==> src/rtl/apb_pkg.sv <==
// Shared types and default widths for the arbitrated APB master.
package apb_pkg;

  localparam int unsigned DefaultAddrW = 32;
  localparam int unsigned DefaultDataW = 32;

  typedef enum logic [1:0] {
    StIdle,
    StSetup,
    StAccess
  } apb_state_e;

endpackage

==> src/rtl/rr_arb2.sv <==
// Two-way round-robin selector: the requester named by ptr_i wins a tie.
module rr_arb2 (
  input  logic [1:0] req_i,
  input  logic       ptr_i,
  output logic [1:0] gnt_o
);

  logic alt;
  assign alt = ~ptr_i;

  always_comb begin
    gnt_o = 2'b00;
    if (req_i[ptr_i]) begin
      gnt_o[ptr_i] = 1'b1;
    end else if (req_i[alt]) begin
      gnt_o[alt] = 1'b1;
    end
  end

endmodule

==> src/rtl/apb_arb_master.sv <==
// APB master shared by two requesters, round-robin arbitrated, with an ACCESS timeout.
module apb_arb_master
  import apb_pkg::*;
#(
  parameter int unsigned ADDR_W  = DefaultAddrW,
  parameter int unsigned DATA_W  = DefaultDataW,
  parameter int unsigned TIMEOUT = 16
) (
  input  logic                pclk,
  input  logic                preset,
  input  logic [1:0]          req_i,
  input  logic [1:0]          cmd_write_i,
  input  logic [2*ADDR_W-1:0] cmd_addr_i,
  input  logic [2*DATA_W-1:0] cmd_wdata_i,
  output logic [1:0]          gnt_o,
  output logic [1:0]          done_o,
  output logic                err_o,
  output logic [DATA_W-1:0]   rdata_o,
  output logic                psel_o,
  output logic                penable_o,
  output logic                pwrite_o,
  output logic [ADDR_W-1:0]   paddr_o,
  output logic [DATA_W-1:0]   pwdata_o,
  input  logic [DATA_W-1:0]   prdata_i,
  input  logic                pready_i
);

  localparam int unsigned CntW = $clog2(TIMEOUT + 1);

  apb_state_e        state_q;
  logic              ptr_q;
  logic              sel_q;
  logic [CntW-1:0]   cnt_q;
  logic [1:0]        gnt_q;
  logic [1:0]        done_q;
  logic              err_q;
  logic [DATA_W-1:0] rdata_q;
  logic              psel_q;
  logic              penable_q;
  logic              pwrite_q;
  logic [ADDR_W-1:0] paddr_q;
  logic [DATA_W-1:0] pwdata_q;

  logic [1:0] arb_gnt;
  logic       arb_idx;

  rr_arb2 u_rr_arb2 (
    .req_i (req_i),
    .ptr_i (ptr_q),
    .gnt_o (arb_gnt)
  );

  assign arb_idx = arb_gnt[1];

  always_ff @(posedge pclk) begin
    if (preset) begin
      state_q   <= StIdle;
      ptr_q     <= 1'b0;
      sel_q     <= 1'b0;
      cnt_q     <= '0;
      gnt_q     <= '0;
      done_q    <= '0;
      err_q     <= 1'b0;
      rdata_q   <= '0;
      psel_q    <= 1'b0;
      penable_q <= 1'b0;
      pwrite_q  <= 1'b0;
      paddr_q   <= '0;
      pwdata_q  <= '0;
    end else begin
      // Completion flags are single-cycle pulses.
      done_q <= '0;
      err_q  <= 1'b0;
      unique case (state_q)
        StIdle: begin
          if (|req_i) begin
            state_q  <= StSetup;
            psel_q   <= 1'b1;
            gnt_q    <= arb_gnt;
            sel_q    <= arb_idx;
            ptr_q    <= ~arb_idx;
            cnt_q    <= '0;
            pwrite_q <= cmd_write_i[arb_idx];
            paddr_q  <= cmd_addr_i[arb_idx*ADDR_W +: ADDR_W];
            pwdata_q <= cmd_wdata_i[arb_idx*DATA_W +: DATA_W];
          end
        end
        StSetup: begin
          state_q   <= StAccess;
          penable_q <= 1'b1;
          gnt_q     <= '0;
        end
        StAccess: begin
          // A ready slave wins over a timeout landing in the same cycle.
          if (pready_i || (cnt_q == CntW'(TIMEOUT - 1))) begin
            state_q   <= StIdle;
            psel_q    <= 1'b0;
            penable_q <= 1'b0;
            done_q    <= sel_q ? 2'b10 : 2'b01;
            err_q     <= ~pready_i;
            rdata_q   <= (pready_i && !pwrite_q) ? prdata_i : '0;
          end else begin
            cnt_q <= cnt_q + CntW'(1);
          end
        end
        default: state_q <= StIdle;
      endcase
    end
  end

  assign gnt_o     = gnt_q;
  assign done_o    = done_q;
  assign err_o     = err_q;
  assign rdata_o   = rdata_q;
  assign psel_o    = psel_q;
  assign penable_o = penable_q;
  assign pwrite_o  = pwrite_q;
  assign paddr_o   = paddr_q;
  assign pwdata_o  = pwdata_q;

endmodule

==> config.mk <==
export PLATFORM = sky130hd
export DESIGN_NAME = apb_arb_master
export DESIGN_NICKNAME = d
export VERILOG_FILES = /design/src/rtl/apb_pkg.sv /design/src/rtl/rr_arb2.sv /design/src/rtl/apb_arb_master.sv
export SDC_FILE = /design/constraint.sdc
export NUM_CORES = 1
export LEC_CHECK = 0
export CAP_MARGIN = 5
export CORE_UTILIZATION = 34
export DETAILED_ROUTE_END_ITERATION = 7
export PLACE_DENSITY = 0.76
export SLEW_MARGIN = 5
export SYNTH_ARGS = -nofsm -noshare
export SYNTH_HDL_FRONTEND = slang
export SYNTH_SLANG_ARGS = --single-unit
==> constraint.sdc <==
create_clock -name pclk -period 2.1 [get_ports pclk]
set_input_delay 0.42 -clock pclk [delete_from_list [all_inputs] [get_ports pclk]]
set_output_delay 0.42 -clock pclk [all_outputs]
set_load 0.02 [all_outputs]
* Yosys cells after proc, flatten, opt, wreduce, memory -nomap -nowiden
Cells that the tools add are included.
** Word-level totals
- Register bits :: 113
- Input port bits :: 167
- Output and inout port bits :: 104
** Operators by class
- Add/sub/neg operators :: 1
- Reduce and logical (&&, ||, !) cells :: 18
- Bitwise gates (word level) :: 5
- Order comparisons :: 5
- Equal/unequal tests :: 6
- Shift operators :: 2
- Mux-type cells :: 26
** Operators with widths (number)
- $shiftx 64x7->32 :: 2
- $mux 32 :: 1
- $mux 2 :: 6
- $mux 1 :: 10
- $mux 5 :: 2
- $pmux 5 s2 :: 1
- $reduce_and 2->1 :: 5
- $lt 1x2->1 const B :: 3
- $ne 2x2->1 const B :: 3
- $pmux 2 s3 :: 1
- $reduce_and 3->1 :: 2
- $reduce_bool 2->1 :: 3
- $add 5x1->5 const B :: 1
- $eq 5x4->1 const B :: 1
- $not 1->1 :: 5
- $pmux 1 s2 :: 2
- $pmux 2 s2 :: 1
- $logic_and 1x1->1 :: 3
- $reduce_or 3->1 :: 1
- $demux 1 s1 :: 2
- $eq 2x1->1 const B :: 1
- $eq 2x2->1 const B :: 1
- $ge 1x1->1 const B :: 2
- $logic_not 2->1 :: 1
- 3 further kinds :: 3

* Depth between registers and ports, before layout
Gate-level depths: netlist (run 1).
- Word-level depth :: 9
- Depth in mapped cells :: 8
- Mapped depth without buffers :: 6

* By module
A second synthesis (run 1) with hierarchy kept.
** Second synthesis, totals
- Cells, all modules :: 445
- Area total of the unflattened synthesis :: 4590.7 um2
** By module, submodules not included
- apb_arb_master :: sequential area each 2262.2 um2, cells an instance 442, times used 1, area an instance 4571.9 um2
- rr_arb2 :: sequential area each 0.0 um2, cells an instance 3, times used 1, area an instance 18.8 um2

* Worst setup path before layout (run 1)
No wires, ideal clock.
- Path kind :: register to register
- From :: register cnt_q[0]
- To :: register cnt_q[3]
- Cell stages (with the launch flop) :: 8
- Required time :: 2.030 ns
- Library setup time :: 0.070 ns
- Buffers on the path :: 1
- Arrival time :: 1.951 ns
- Slack :: 0.079 ns
- Clock period less this slack :: 2.021 ns
- Cells stage by stage :: dfxtp_1 ha_1 and3_1 ha_1 or4b_1 clkbuf_1 or3_1 a21oi_1
** Between the ends
- Cells in the longest elaborated chain, start to end :: 4
- Elaborated cells between the ends (all ways) :: 7
- Classes of those cells :: 1 x add/sub; 2 x eq/ne; 2 x mux; 2 x reduce/logical
** Ends and longest elaborated chain
- start: declaration :: line apb_arb_master.sv:33 : logic [CntW-1:0] cnt_q;
- start signal: assignment :: line apb_arb_master.sv:103 : cnt_q <= cnt_q + CntW'(1);
- parallel branches: the longest is 4 deep, another holds $add 5x1->5
Parallel ways; which one is timed is not known. The select of a mux whose other input is x is not followed.
A chain may end at the register's enable or synchronous reset.

* Worst setup path in the final report (run 1)
Same ends and word-level chain as after synthesis.

==> impl_metrics.py, run 1 <==
metrics = {
    "floorplan": {
        "die_h_um": 118,
        "core_sq_um": 13200,
        "pin_count": 271,
        "rows": 42,
        "start_util_pct": 34.8,
        "die_x_um": 118,
        "die-area_sq_um": 14000,
    },
    "sta": {
        "post-route-worst-setup-slack_ns": 0.104,
        "min_period_ns": 2.00,
        "setup_viol": 0,
        "tightest_slew_ns": 0.481,
        "slew_violations": 0,
        "rsz0062_at_grt": "no",
        "post-route-period-util_pct": 95.1,
        "hold_viol": 0,
        "skew_ns": 0.00767,
        "max-slew-margin-rel_pct": 67.9,
        "max_freq_ghz": 0.501,
    },
    "global_routing": {
        "antenna_found_initial": 1,
        "grt_overflow": 0,
        "grt_max_degree": 48,
        "track_usage_pct": 25.3,
        "grt_pass1_wl_um": 28000,
        "grt_pass1_vias": 5462,
    },
    "cts": {
        "clockBufferDepth": 2,
        "clk_latency_ns": 0.41,
        "cts_hold_buf": 0,
        "cts_tree": "built",
        "cts_made_buffers": 17,
        "cts_sinks": 113,
        "cts_setup_buffers": 0,
        "cts_root_buf": "clkbuf_16",
        "clk_pin_slew_worst_paths_ns": 0.05,
        "h-tree-depth": 4,
    },
    "outcome": {
        "outcome": "finished clean",
    },
    "route": {
        "ant_nets": 0,
        "drtIter0Drc": 377,
        "drcViolationCount": 0,
        "vias": 5506,
        "drt_first_pass_iters": 5,
        "wl_per_cell_um": 18.5,
        "wirelength_um": 17700,
        "via_per_inst": 5.75,
    },
    "finish": {
        "final_layout_size_suffix_gt1_share_pct": 9.10,
        "final_area_sq_um": 8130,
        "syn_to_final_growth_pct": 76.3,
        "post-route-util_pct": 61.4,
        "finalNetCount": 937,
    },
    "worst_hold_path": {
        "hp-start": "preset",
        "holdCritPathClass": "input pin to flop",
    },
    "yosys": {
        "syn-num-nets": 695,
        "syn_area_sq_um": 4610,
        "synth_top_flop_cell": "dfxtp_1",
        "yosysSeqAreaShare_pct": 49.1,
        "synth.distinct_cells": 32,
        "synth_edf_count": 0,
        "synth_top_area_share_pct": 49.1,
        "yosysTopAreaCell": "dfxtp_1",
        "synthArstFlopShare_pct": 0,
        "synth-seq-cells": 113,
        "synth-warning-count": 0,
        "syn_inst": 526,
        "avgSynthCellArea_sq_um": 8.77,
        "synthTopCellsByArea": "dfxtp_1, a31oi_1, nand4_1",
    },
    "setup_path": {
        "r2r-start": "cnt_q[0]",
        "slowest_stage": "or4b_4",
        "crit_path_max_incr_delay_ns": 0.55,
        "arrival_ns": 2.34,
        "worstPathMaxFanout": 7,
        "crit_chain": "ha_1 -> and3_1 -> ha_2 -> or4b_4 -> or3_4 -> a21oi_2",
        "crit_path_end_kind": "flop",
        "worstSetupStartpoint": "cnt_q[0]",
        "start_kind": "flop",
        "cp_data_required_time_ns": 2.44,
        "critPathKind": "flop to flop",
    },
    "power": {
        "p_leak_nw": 2.82,
        "switchingPower_mw": 1.83,
        "finalPower_mw": 6.89,
        "pwr-share-comb_pct": 21.2,
        "seqPwrFrac_pct": 34.7,
        "p_sw_share_pct": 26.5,
        "power.share.clock_pct": 44.1,
        "p_per_area_nw_per_um2": 847,
        "ir_drop_mv": 0.529,
        "p_int_mw": 5.06,
    },
    "placed_design": {
        "place_area_sq_um": 7480,
        "hpwl_um": 11900,
        "pre_cts_ws_ns": -0.0107,
        "place_congestion": 0.863,
        "portBuffers": 270,
    },
    "flow_run": {
        "maxCapViolations": 0,
    },
}
kinds of logic (layout without fill, tap and decap cells):
kind of cell | count (synthesis) | after routing | share of synthesized area [%]
fa+ha+maj | 2 | 2 | 0.543
flops | 113 | 113 | 49.1
other cells | 0 | 1 | 0
buf+inv | 71 | 325 | 5.89
simple gates | 154 | 154 | 19.3
compound gates | 186 | 186 | 25.3
routing by layer:
layer,track usage (%),share of wire (%),vias up
li1,-,-,2522
met2,42.9,50,269
met5,0,0,-
met1,29.2,40,2670
met4,13.1,3.6,0
met3,6.42,6.9,45
layout by cell type, fill, tap and decap left out, drive strengths merged:
cell and count:
diode 1, buf 25, nand2b 3, nor4 1, nor2 3, and3 1, nor3 1, a31oi 65
nand4b 1, ha 2, dfxtp 113, clkbuf 20, a22o 32, o21ai 67, or3 2, a211oi 2
o211ai 5, o2bb2ai 1, nand3 67, or2 4, a21oi 11, clkinvlp 2, nor2b 1, clkdlybuf4s50 267
o21ba 1, nor4b 3, clkinv 5, inv 2, or4b 1, a21o 1, nand4 65, nand2 1
a311oi 1, bufinv 4
power groups by stage:
stage / sequential [mW] / combinational (mW) / clock (mW)
6_report: 2.39 / 1.46 / 3.04
5_1_grt: 2.41 / 1.55 / 3.20
4_1_cts: 2.39 / 1.46 / 3.09
3_5_place_dp: 2.43 / 1.45 / 0
3_3_place_gp: 2.43 / 1.42 / 0
2_1_floorplan: 2.59 / 0.486 / 0
synthesized netlist by cell type (3+ instances only):
master,instances
a21oi_1,11
a22o_1,32
a31oi_1,65
buf_2,4
clkbuf_1,64
dfxtp_1,113
nand2b_1,3
nand3_1,67
nand4_1,65
nor2_1,3
o211ai_1,5
o21ai_0,67
or2_2,3
registers in the layout, summed over array words and instances, names as in the netlist:
register and flops:
paddr_o 32, pwdata_o 32, rdata_o 32, cnt_q 5
done_o 2, gnt_o 2, state_q 2, err_o 1
penable_o 1, psel_o 1, ptr_q 1, pwrite_o 1
sel_q 1
critical path: cells and delay by family, from the launching register on:
family / cells / cell delay, ns
fa+ha+maj: 2 / 0.38
simple gates: 3 / 1.08
flops: 1 / 0.33
compound gates: 1 / 0.13
stage by stage:
stage,std cells,setup TNS (ns),hold slack (ns)
floorplan,526,0,0.417
global placement,925,0,0.454
detailed placement,925,-0.0107,0.463
CTS,956,0,0.359
global route,957,0,0.400
finish,957,0,0.376
path summary, 6_finish.rpt:
check | to | slack, ns | cells after the start
setup / recovery | cnt_q[3] | 0.10 | 6
hold / removal | cnt_q[1] | 0.38 | 2
setup reg to reg | cnt_q[3] | 0.10 | 6
hold reg to reg | penable_o | 0.47 | 1
timing repair:
action | 4_1_cts | 5_1_grt
pin swaps | 0 | 2
setup endpoints to repair | 1 | 1
gates resized for setup | 1 | 4
area by class of cell:
type,instances,area [sq um]
multi-input combinational,342,2130
clock inverter,11,160
clock buffer,20,467
tap,176,220
timing repair buffer,292,2880
fill,1127,5110
sequential,113,2260
antenna,1,2.50
inverter,2,7.51
(Power assumes the default switching activity.)
==> run 2: changes to the inputs <==
--- a/config.mk
+++ b/config.mk
@@ -8,7 +8,7 @@
 export CAP_MARGIN = 5
 export CORE_UTILIZATION = 34
 export DETAILED_ROUTE_END_ITERATION = 7
-export PLACE_DENSITY = 0.76
+export PLACE_DENSITY = 0.8
 export SLEW_MARGIN = 5
 export SYNTH_ARGS = -nofsm -noshare
 export SYNTH_HDL_FRONTEND = slang
==> run 2 against run 1 <==
  * Die area did not move
  * Clock skew fell by 0.0031 ns
  * Final cell count fell by 0.21%
  * Register-to-register slack got worse by 0.06 ns
  * Combinational power barely moved
  * Flip-flop and latch count did not move
  * First-iteration DRC count fell by 7.2%
  * Highest routed layer unchanged
==> impl_metrics.py, run 2 (synthesized netlist as in run 1, its figures left out) <==
metrics = {
    "power": {
        "switchingPower_mw": 1.81,
        "power.share.clock_pct": 41.6,
        "finalPower_mw": 6.63,
        "p_leak_nw": 2.80,
        "seqPwrFrac_pct": 36.2,
        "p_sw_share_pct": 27.4,
        "ir_drop_mv": 0.512,
        "pwr-share-comb_pct": 22.2,
        "p_int_mw": 4.81,
        "p_per_area_nw_per_um2": 819,
    },
    "placed_design": {
        "place_area_sq_um": 7490,
        "portBuffers": 270,
        "hpwl_um": 11900,
        "place_congestion": 0.844,
    },
    "global_routing": {
        "track_usage_pct": 26.0,
        "grt_pass1_vias": 5609,
        "grt_overflow": 0,
        "grt_max_degree": 58,
        "grt_pass1_wl_um": 28800,
        "antenna_found_initial": 1,
    },
    "cts": {
        "h-tree-depth": 4,
        "clk_pin_slew_worst_paths_ns": 0.05,
        "clk_latency_ns": 0.41,
        "cts_root_buf": "clkbuf_16",
        "clockBufferDepth": 2,
        "cts_tree": "built",
        "cts_sinks": 113,
        "cts_made_buffers": 17,
    },
    "setup_path": {
        "critPathKind": "flop to flop",
        "start_kind": "flop",
        "crit_buf_inv": 0,
        "cp_data_required_time_ns": 2.45,
        "worstPathMaxFanout": 7,
        "crit_family": "simple AND/OR/NAND/NOR gates",
        "crit_path_max_incr_delay_ns": 0.54,
        "crit_chain": "ha_2 -> and3_1 -> ha_1 -> or4b_4 -> or3_4 -> a21oi_2",
        "cp.depth": 6,
        "reg2regPathDepth": 6,
        "slowest_stage": "or4b_4",
        "crit_path_end_kind": "flop",
        "arrival_ns": 2.40,
    },
    "route": {
        "wl_per_cell_um": 19.2,
        "wirelength_um": 18300,
        "ant_nets": 0,
        "via_per_inst": 5.77,
        "drcViolationCount": 0,
        "drtIter0Drc": 350,
        "vias": 5514,
        "drt_first_pass_iters": 5,
    },
    "floorplan": {
        "start_util_pct": 34.8,
        "die_x_um": 118,
        "core_sq_um": 13200,
        "die_h_um": 118,
        "pin_count": 271,
        "rows": 42,
        "die-area_sq_um": 14000,
    },
    "worst_hold_path": {
        "holdCritPathClass": "input pin to flop",
        "whs_path_depth": 2,
    },
    "sta": {
        "fin_tns_setup_ns": 0,
        "setup_viol": 0,
        "slew_violations": 0,
        "skew_ns": 0.00456,
        "rsz0062_at_grt": "no",
        "min_period_ns": 2.05,
        "max-slew-margin-rel_pct": 55.9,
        "post-route-period-util_pct": 97.8,
        "max_freq_ghz": 0.487,
        "tightest_slew_ns": 0.662,
        "hold_viol": 0,
    },
    "finish": {
        "antenna_cells": 0,
        "final_layout_size_suffix_gt1_share_pct": 8.60,
        "nFillCells": 1093,
        "final_cell_mix": "clkdlybuf4s50_1, dfxtp_1, nand3_1",
        "final_common_cell": "clkdlybuf4s50_1",
        "syn_to_final_growth_pct": 75.4,
        "final_area_sq_um": 8090,
        "finalNetCount": 936,
    },
    "flow_run": {
        "maxCapViolations": 0,
    },
    "outcome": {
        "outcome": "finished clean",
    },
}
[run 2: power groups by stage]
stage	logic, mW	clock network (mW)	registers (mW)
after detailed placement	1.46	0	2.43
after CTS	1.47	2.80	2.39
after global placement	1.44	0	2.42
after global routing	1.56	2.88	2.41
final	1.47	2.76	2.40
after floorplan	0.486	0	2.59
[run 2: final cells by class]
type / count / area (sq um) / area share, %
Timing Repair Buffer: 291 / 2900 / 35.8
Tap cell: 176 / 220 / 2.72
Inverter: 2 / 7.51 / 0.0928
Clock buffer: 26 / 519 / 6.42
Multi-Input combinational cell: 342 / 2130 / 26.4
Clock inverter: 5 / 50.0 / 0.619
Sequential cell: 113 / 2260 / 28.0
[run 2: path summary, 6_finish.rpt]
kind | from | endpoint | slack (ns)
worst max register to register | cnt_q[0] | cnt_q[3] | 0.05
worst max-delay path | cnt_q[0] | cnt_q[3] | 0.05
worst min-delay path | req_i[1] | ptr_q | 0.37
worst min register to register | rdata_o[18] | rdata_o[18] | 0.48
[run 2: repair_timing]
item / 4_1_cts / 5_1_grt
buffers inserted: 2 / 0
endpoints found under the setup margin: 4 / 2
hold buffers: 0 / 0
hold endpoints to repair: 0 / 0
gates resized for setup: 2 / 4
pin swaps: 1 / 1
[run 2: per-layer routing]
| metal | wire [um] | up-vias | global-route usage (%) |
|---|---|---|---|
| li1 | - | 2524 | - |
| met1 | 7330 | 2674 | 29.1 |
| met2 | 9170 | 270 | 45.6 |
| met3 | 1230 | 46 | 6.32 |
| met4 | 565 | 0 | 13.8 |
| met5 | 0 | - | 0 |
[run 2: metrics by stage]
stage	utilization, %	std cells	hold WS (ns)	setup slack [ns]
2_1_floorplan	-	526	0.417	0.0793
5_1_grt	61.1	955	0.389	0.00629
3_3_place_gp	56.5	922	0.448	0.0438
4_1_cts	61.0	955	0.361	0.0192
6_report	61.1	955	0.374	0.0458
3_5_place_dp	56.5	922	0.469	-0.0774
